--- src/rtl/fetch_unit.sv ---
// fetch_unit: instruction fetch front end.
//
// Keeps the program counter, drives a synchronous-read instruction memory,
// tracks the single request in flight and buffers returned words in a
// 2-entry queue that feeds decode over a valid/ready handshake. Execute can
// redirect the stream at any time; a redirect flushes everything queued or
// in flight.
//
// Configuration macro: FETCH_ALIGN_CHECK_EN
//   defined   - a redirect to a non word-aligned target raises a sticky fault
//               and stops fetch until an aligned redirect or reset.
//   undefined - redirect_pc_i[1:0] is ignored and fault_o is tied low.
//
// Ports:
//   clk_i          clock, all state on the rising edge
//   rst_i          asynchronous active-high reset
//   imem_addr_o    byte address to instruction memory (straight from pc)
//   imem_data_i    word for the address sampled at the previous edge
//   out_valid_o    queue head holds an instruction
//   out_ready_i    decode accepts the head this cycle
//   out_instr_o    instruction at the queue head
//   out_pc_o       byte address of out_instr_o
//   redirect_i     flush and restart fetch at redirect_pc_i
//   redirect_pc_i  new fetch address
//   fault_o        misaligned redirect flag

module fetch_unit #(
  parameter logic [31:0] RESET_PC = 32'h0000_0000
) (
  input  logic        clk_i,
  input  logic        rst_i,
  output logic [31:0] imem_addr_o,
  input  logic [31:0] imem_data_i,
  output logic        out_valid_o,
  input  logic        out_ready_i,
  output logic [31:0] out_instr_o,
  output logic [31:0] out_pc_o,
  input  logic        redirect_i,
  input  logic [31:0] redirect_pc_i,
  output logic        fault_o
);

  logic [31:0]      pc_q, pc_d;
  logic             pend_v_q, pend_v_d;
  logic [31:0]      pend_pc_q, pend_pc_d;
  logic [1:0][31:0] fifo_pc_q;
  logic [1:0][31:0] fifo_instr_q;
  logic             rd_ptr_q;
  logic [1:0]       count_q;

  logic             pop;
  logic             push;
  logic             wr_ptr;
  logic [2:0]       occ;
  logic             issue;
  logic             fault;
  logic             misalign;
  logic [31:0]      target;

  // Alignment handling of redirect targets.
`ifdef FETCH_ALIGN_CHECK_EN
  logic fault_q, fault_d;

  assign misalign = (redirect_pc_i[1:0] != 2'b00);
  assign target   = redirect_pc_i;
  assign fault    = fault_q;

  always_comb begin
    fault_d = fault_q;
    if (redirect_i) begin
      fault_d = misalign;
    end
  end

  always_ff @(posedge clk_i or posedge rst_i) begin
    if (rst_i) begin
      fault_q <= 1'b0;
    end else begin
      fault_q <= fault_d;
    end
  end
`else
  logic unused_redirect_lsb;

  assign unused_redirect_lsb = ^redirect_pc_i[1:0];
  assign misalign            = 1'b0;
  assign target              = {redirect_pc_i[31:2], 2'b00};
  assign fault               = 1'b0;
`endif

  assign pop    = (count_q != 2'd0) & out_ready_i;
  assign push   = pend_v_q;
  // Tail slot: the head when empty, the other slot when one entry is held.
  assign wr_ptr = rd_ptr_q ^ count_q[0];
  // Entries that will occupy the queue after this edge, counting the word
  // still in flight; issuing only below 2 means a push never hits a full queue.
  assign occ    = {1'b0, count_q} + {2'b00, pend_v_q} - {2'b00, pop};
  assign issue  = ~redirect_i & ~fault & (occ < 3'd2);

  always_comb begin
    pc_d      = pc_q;
    pend_v_d  = 1'b0;
    pend_pc_d = pend_pc_q;
    if (redirect_i) begin
      // A misaligned target leaves pc frozen while the fault is raised.
      if (!misalign) begin
        pc_d = target;
      end
    end else if (issue) begin
      pend_v_d  = 1'b1;
      pend_pc_d = pc_q;
      pc_d      = pc_q + 32'd4;
    end
  end

  always_ff @(posedge clk_i or posedge rst_i) begin
    if (rst_i) begin
      pc_q      <= RESET_PC;
      pend_v_q  <= 1'b0;
      pend_pc_q <= 32'h0;
    end else begin
      pc_q      <= pc_d;
      pend_v_q  <= pend_v_d;
      pend_pc_q <= pend_pc_d;
    end
  end

  always_ff @(posedge clk_i or posedge rst_i) begin
    if (rst_i) begin
      fifo_pc_q    <= '0;
      fifo_instr_q <= '0;
      rd_ptr_q     <= 1'b0;
      count_q      <= 2'd0;
    end else if (redirect_i) begin
      rd_ptr_q <= 1'b0;
      count_q  <= 2'd0;
    end else begin
      if (push) begin
        fifo_pc_q[wr_ptr]    <= pend_pc_q;
        fifo_instr_q[wr_ptr] <= imem_data_i;
      end
      if (pop) begin
        rd_ptr_q <= ~rd_ptr_q;
      end
      count_q <= count_q + {1'b0, push} - {1'b0, pop};
    end
  end

  assign imem_addr_o = pc_q;
  assign out_valid_o = (count_q != 2'd0);
  assign out_instr_o = fifo_instr_q[rd_ptr_q];
  assign out_pc_o    = fifo_pc_q[rd_ptr_q];
  assign fault_o     = fault;

endmodule

--- config.mk ---
export PLATFORM = sky130hd
export DESIGN_NAME = fetch_unit
export DESIGN_NICKNAME = d
export VERILOG_FILES = /design/src/rtl/fetch_unit.sv
export SDC_FILE = /design/constraint.sdc
export NUM_CORES = 1
export LEC_CHECK = 0
export BUFFER_PORTS_ARGS = -buffer_cell sky130_fd_sc_hd__buf_4
export CAP_MARGIN = 20
export CORE_MARGIN = 2
export CORE_UTILIZATION = 50
export CTS_CLUSTER_DIAMETER = 80
export DETAILED_ROUTE_END_ITERATION = 12
export HOLD_SLACK_MARGIN = 0.03
export PLACE_DENSITY = 0.82
export RECOVER_POWER = 100
export SLEW_MARGIN = 20
export SYNTH_ARGS = -nofsm -noshare
export SYNTH_HDL_FRONTEND = slang
export SYNTH_SLANG_ARGS = --single-unit
export TNS_END_PERCENT = 30
--- constraint.sdc ---
create_clock -name clk_i -period 5.62 [get_ports clk_i]
set_input_delay 0.562 -clock clk_i [delete_from_list [all_inputs] [get_ports clk_i]]
set_output_delay 0.562 -clock clk_i [all_outputs]
set_load 0.02 [all_outputs]
==> Implementation_results.wiki <==
{| class="wikitable"
! Metric !! Value
|-
| Fraction of final layout cells sized beyond drive strength 1 || 40.7%
|-
| Combined flip-flop and latch cell area || ~4700 µm²
|-
| Tot Pwr || roughly 0.006 W
|-
| Placed instance count || approximately 960
|-
| Critical path class || reg -> reg
|-
| Final count of hold timing violations || 0
|-
| FF-to-FF setup slack || 1.62 ns
|-
| Headroom to the max-slew limit || -95.9%
|-
| Post-cts resize count || 0
|-
| Required arrival time at the worst endpoint || 5.96 ns
|-
| First-pass GRT wire length || 29400 µm
|-
| Violated checks || capacitance limit, slew limit
|-
| Num rows || 47
|-
| Die outline width || ~130 µm
|-
| Overflow left after global routing || 0
|-
| Post-synthesis to final-layout area growth || 20.0%
|-
| Setup repair after global routing missed its margin || no
|-
| Post-CTS setup-driven buffer insertion count || 0
|-
| Post-route setup TNS || 0 ns
|-
| Final-layout fill cell count || 1333
|-
| Std-Cell Core Area || ~16000 µm²
|-
| Library cell used as clock root buffer || sky130_fd_sc_hd__clkbuf_16
|-
| Hold buffer count at CTS || 0
|-
| Weighted congestion reported at the end of routability-driven placement || 0.819
|-
| Final std cell area, no fill || between 10000 and 15000 µm²
|-
| Final number of setup-violating endpoints || 0
|-
| Path category of the worst min-delay check || in -> reg
|-
| Worst-Margin Slew || 2.94 ns
|-
| Endpoint of the worst register-to-register path || imem_addr_o[27]$_DFFE_PP0P_
|-
| Worst hold path cell count || 3
|-
| Final worst path period share || 71.3%
|-
| Mapped cell area || 8350 µm²
|-
| HP Start || redirect_pc_i[12]
|-
| Number of buffers added on ports || 158
|-
| Largest net degree at the start of global routing || approximately 190
|-
| Total number of H-tree levels || 4
|-
| Area taken by multi-input logic gates || 3430 µm²
|-
| Total length of routed wires || 18000 µm
|-
| RR Startpoint || count_q[1]$_DFF_PP0_
|-
| Die Outline Area || 17800 µm²
|-
| Iter 0 DRT Violations || 274
|-
| Clock buffers created by TritonCTS || 17
|-
| Effective utilization at floorplan || 50.7%
|-
| Sequential fraction of the synthesis area || 56.3%
|-
| Average cell area after synthesis || 13.6 µm²
|-
| Hold Path Sink || imem_addr_o[12]$_DFFE_PP0P_
|-
| Number of top-level pins || between 150 and 200
|-
| GRT Resource Usage Total || between 20% and 30%
|-
| Final critical-path required period || 4.00 ns
|-
| Run status || complete, but fails checks
|-
| Hold_ws || 0.346 ns
|-
| Clock transition at path regs || 0.07 ns
|-
| Areal power density over the cells || roughly 600 nW/µm²
|-
| Achievable Freq || 250 MHz
|-
| Post-Route Skew || 0.00670 ns
|-
| Total via count after detailed routing || 5388
|-
| Kind of launch point of the worst setup path || flop
|-
| Count of antenna diodes in the layout || 0
|-
| Vias per cell || 5.40
|-
| Number of max-capacitance violations reported || 1
|-
| Largest vdd supply drop || around 0.28 mV
|-
| Type of destination of the critical path || flop
|-
| Post-synthesis instance total || 612
|-
| Clk buf depth || 2
|-
| Max Fanout on Critical Path || 10
|-
| Max Transition Viols Final || 47
|-
| Total number of nets in the final design || 836
|-
| Count of non-filler cells in the finished layout || 997
|-
| Source-to-sink clock delay at the later pin of the worst-skew pair || 0.42 ns
|-
| Die Y || between 100 and 150 µm
|-
| Yosys warnings || 0
|-
| Number of clock sinks seen by CTS || around 190
|-
| Leakage power || 4.32 nW
|-
| Avg WL per Cell || 18.0 µm
|-
| Number of nets with antenna violations after routing || 0
|-
| Post-DP HPWL || 11600 µm
|-
| Post-detailed-route DRC marker count || 0
|-
| Number of antenna violations at the first check in global routing || 0
|-
| Netlist cell types || 32
|-
| Detailed-routing iteration count for the pre-antenna-repair pass || 4
|-
| Arrival time of data at the critical path endpoint || 4.35 ns
|-
| Placement-stage cell area || 9740 µm²
|-
| TritonCTS clock tree || built
|-
| Worst reg-to-reg path cell count || 12
|-
| Via count of the first global-routing pass || 5783
|-
| Post-synthesis register bit count || 188
|}
flip-flops by register name (all words and copies together) (netlist names):
name / count
fifo_instr_q: 64
imem_addr_o: 30
pend_pc_q: 30
rd_ptr_q: 1
fifo_pc_q: 60
pend_v_q: 1
count_q: 2
stage by stage:
stage / worst slack [ns] / utilization (%)
2_1_floorplan: 2.64 / -
3_3_place_gp: 2.17 / 59.1
3_5_place_dp: 2.09 / 59.1
4_1_cts: 2.17 / 63.2
5_1_grt: 1.32 / 60.8
6_report: 1.62 / 60.8
per-layer routing:
layer / wire [µm] / part of all wire [%] / GRT usage, % / vias up
met2: 8940 / 50 / 35.7 / 163
met3: 1000 / 5.6 / 4.83 / 24
met5: 0 / 0 / 0 / -
met4: 274 / 1.5 / 6.62 / 0
li1: - / - / - / 2468
met1: 7760 / 43 / 26.6 / 2733
worst max-delay path, stage by stage (launching register included):
cell	delay [ns]
sky130_fd_sc_hd__dfrtp_1	0.39
sky130_fd_sc_hd__inv_1	0.10
sky130_fd_sc_hd__nand2_1	0.07
sky130_fd_sc_hd__and2_0	0.18
sky130_fd_sc_hd__ha_1	0.29
sky130_fd_sc_hd__inv_1	0.04
sky130_fd_sc_hd__ha_1	0.18
sky130_fd_sc_hd__fa_1	0.38
sky130_fd_sc_hd__xnor2_1	0.20
sky130_fd_sc_hd__nor3_1	0.91
sky130_fd_sc_hd__nand4_1	0.52
sky130_fd_sc_hd__or3_1	0.49
sky130_fd_sc_hd__a31oi_1	0.18
logic make-up after synthesis:
group	share of synthesized area, %
muxes	29.2
xor gates and xnor gates	2.83
AOI/OAI and AO/OA	2.17
adders and majority gates	0.689
other	0.0449
DFF	56.3
and+or+nand+nor	6.25
buffers and inverters	2.43
report_power, final:
part | internal [W] | switching [W]
Combinational | 0.00113 | 0.00122
Clock | 0.000847 | 0.000496
Sequential | 0.00196 | 0.000349
Total | 0.00393 | 0.00207
cell usage after synthesis:
cell type / n / share of area (%)
sky130_fd_sc_hd__fa_1: 1 / 0.24
sky130_fd_sc_hd__inv_1: 7 / 0.31
sky130_fd_sc_hd__nor4_1: 1 / 0.075
sky130_fd_sc_hd__nand4_4: 1 / 0.25
sky130_fd_sc_hd__nor2_2: 1 / 0.075
sky130_fd_sc_hd__clkbuf_1: 7 / 0.31
sky130_fd_sc_hd__o21ai_0: 30 / 1.8
sky130_fd_sc_hd__buf_4: 5 / 0.45
sky130_fd_sc_hd__dfrtp_1: 188 / 56
sky130_fd_sc_hd__nor4_2: 1 / 0.15
sky130_fd_sc_hd__conb_1: 1 / 0.045
sky130_fd_sc_hd__nor2_1: 10 / 0.45
sky130_fd_sc_hd__nor2b_1: 2 / 0.15
sky130_fd_sc_hd__nor3_1: 1 / 0.060
sky130_fd_sc_hd__nor3_4: 1 / 0.19
sky130_fd_sc_hd__nand4_1: 11 / 0.82
sky130_fd_sc_hd__nor4b_2: 1 / 0.18
sky130_fd_sc_hd__nand2_1: 36 / 1.6
sky130_fd_sc_hd__and4_1: 3 / 0.31
sky130_fd_sc_hd__xor2_1: 19 / 2.0
sky130_fd_sc_hd__and2_1: 2 / 0.15
sky130_fd_sc_hd__and3_1: 6 / 0.45
sky130_fd_sc_hd__ha_1: 3 / 0.45
sky130_fd_sc_hd__xnor2_1: 8 / 0.84
sky130_fd_sc_hd__buf_2: 18 / 1.1
sky130_fd_sc_hd__or3_1: 5 / 0.37
sky130_fd_sc_hd__mux2i_1: 1 / 0.12
sky130_fd_sc_hd__a31oi_1: 5 / 0.37
sky130_fd_sc_hd__mux2_2: 216 / 29
sky130_fd_sc_hd__nor3b_1: 1 / 0.090
sky130_fd_sc_hd__nand3_1: 14 / 0.84
sky130_fd_sc_hd__buf_1: 6 / 0.27
layout by cell type (no fill, tap or decap), types with 3 or more instances in the layout:
master,instances
sky130_fd_sc_hd__mux2_2,210
sky130_fd_sc_hd__dfrtp_1,187
sky130_fd_sc_hd__clkbuf_1,95
sky130_fd_sc_hd__buf_4,70
sky130_fd_sc_hd__nand2_1,36
sky130_fd_sc_hd__o21ai_0,30
sky130_fd_sc_hd__xor2_1,19
sky130_fd_sc_hd__clkbuf_16,17
sky130_fd_sc_hd__nand3_1,14
sky130_fd_sc_hd__nand4_1,12
sky130_fd_sc_hd__nor2_1,10
sky130_fd_sc_hd__xnor2_1,8
sky130_fd_sc_hd__inv_1,6
sky130_fd_sc_hd__mux2_1,6
sky130_fd_sc_hd__and3_1,6
sky130_fd_sc_hd__bufinv_16,6
sky130_fd_sc_hd__or3_1,5
sky130_fd_sc_hd__a31oi_1,5
sky130_fd_sc_hd__conb_1,5
sky130_fd_sc_hd__and4_1,3
sky130_fd_sc_hd__ha_1,3
worst max path at each step:
stage | slack, ns | endpoint | start | cells after the start
2_1_floorplan | 2.64 | count_q[0]$_DFF_PP0_ | rst_i | 1
3_3_place_gp | 2.17 | pend_pc_q[22]$_DFFE_PP0P_ | out_ready_i | 10
3_5_place_dp | 2.09 | pend_pc_q[27]$_DFFE_PP0P_ | out_ready_i | 10
4_1_cts | 2.17 | pend_pc_q[26]$_DFFE_PP0P_ | count_q[1]$_DFF_PP0_ | 11
5_1_grt | 1.32 | imem_addr_o[27]$_DFFE_PP0P_ | count_q[1]$_DFF_PP0_ | 12
6_report | 1.62 | imem_addr_o[27]$_DFFE_PP0P_ | count_q[1]$_DFF_PP0_ | 12
final cells by class:
class                   instances  share of cell area (%)
inverters                       7                   0.275
clock inverters                11                    2.14
repair buffers                165                    9.17
flip-flops and latches        188                    47.0
multi-input cells             385                    34.2
well taps                     220                    2.75
clock buffers                  21                    4.50
Power figures use the tool's default switching activity.
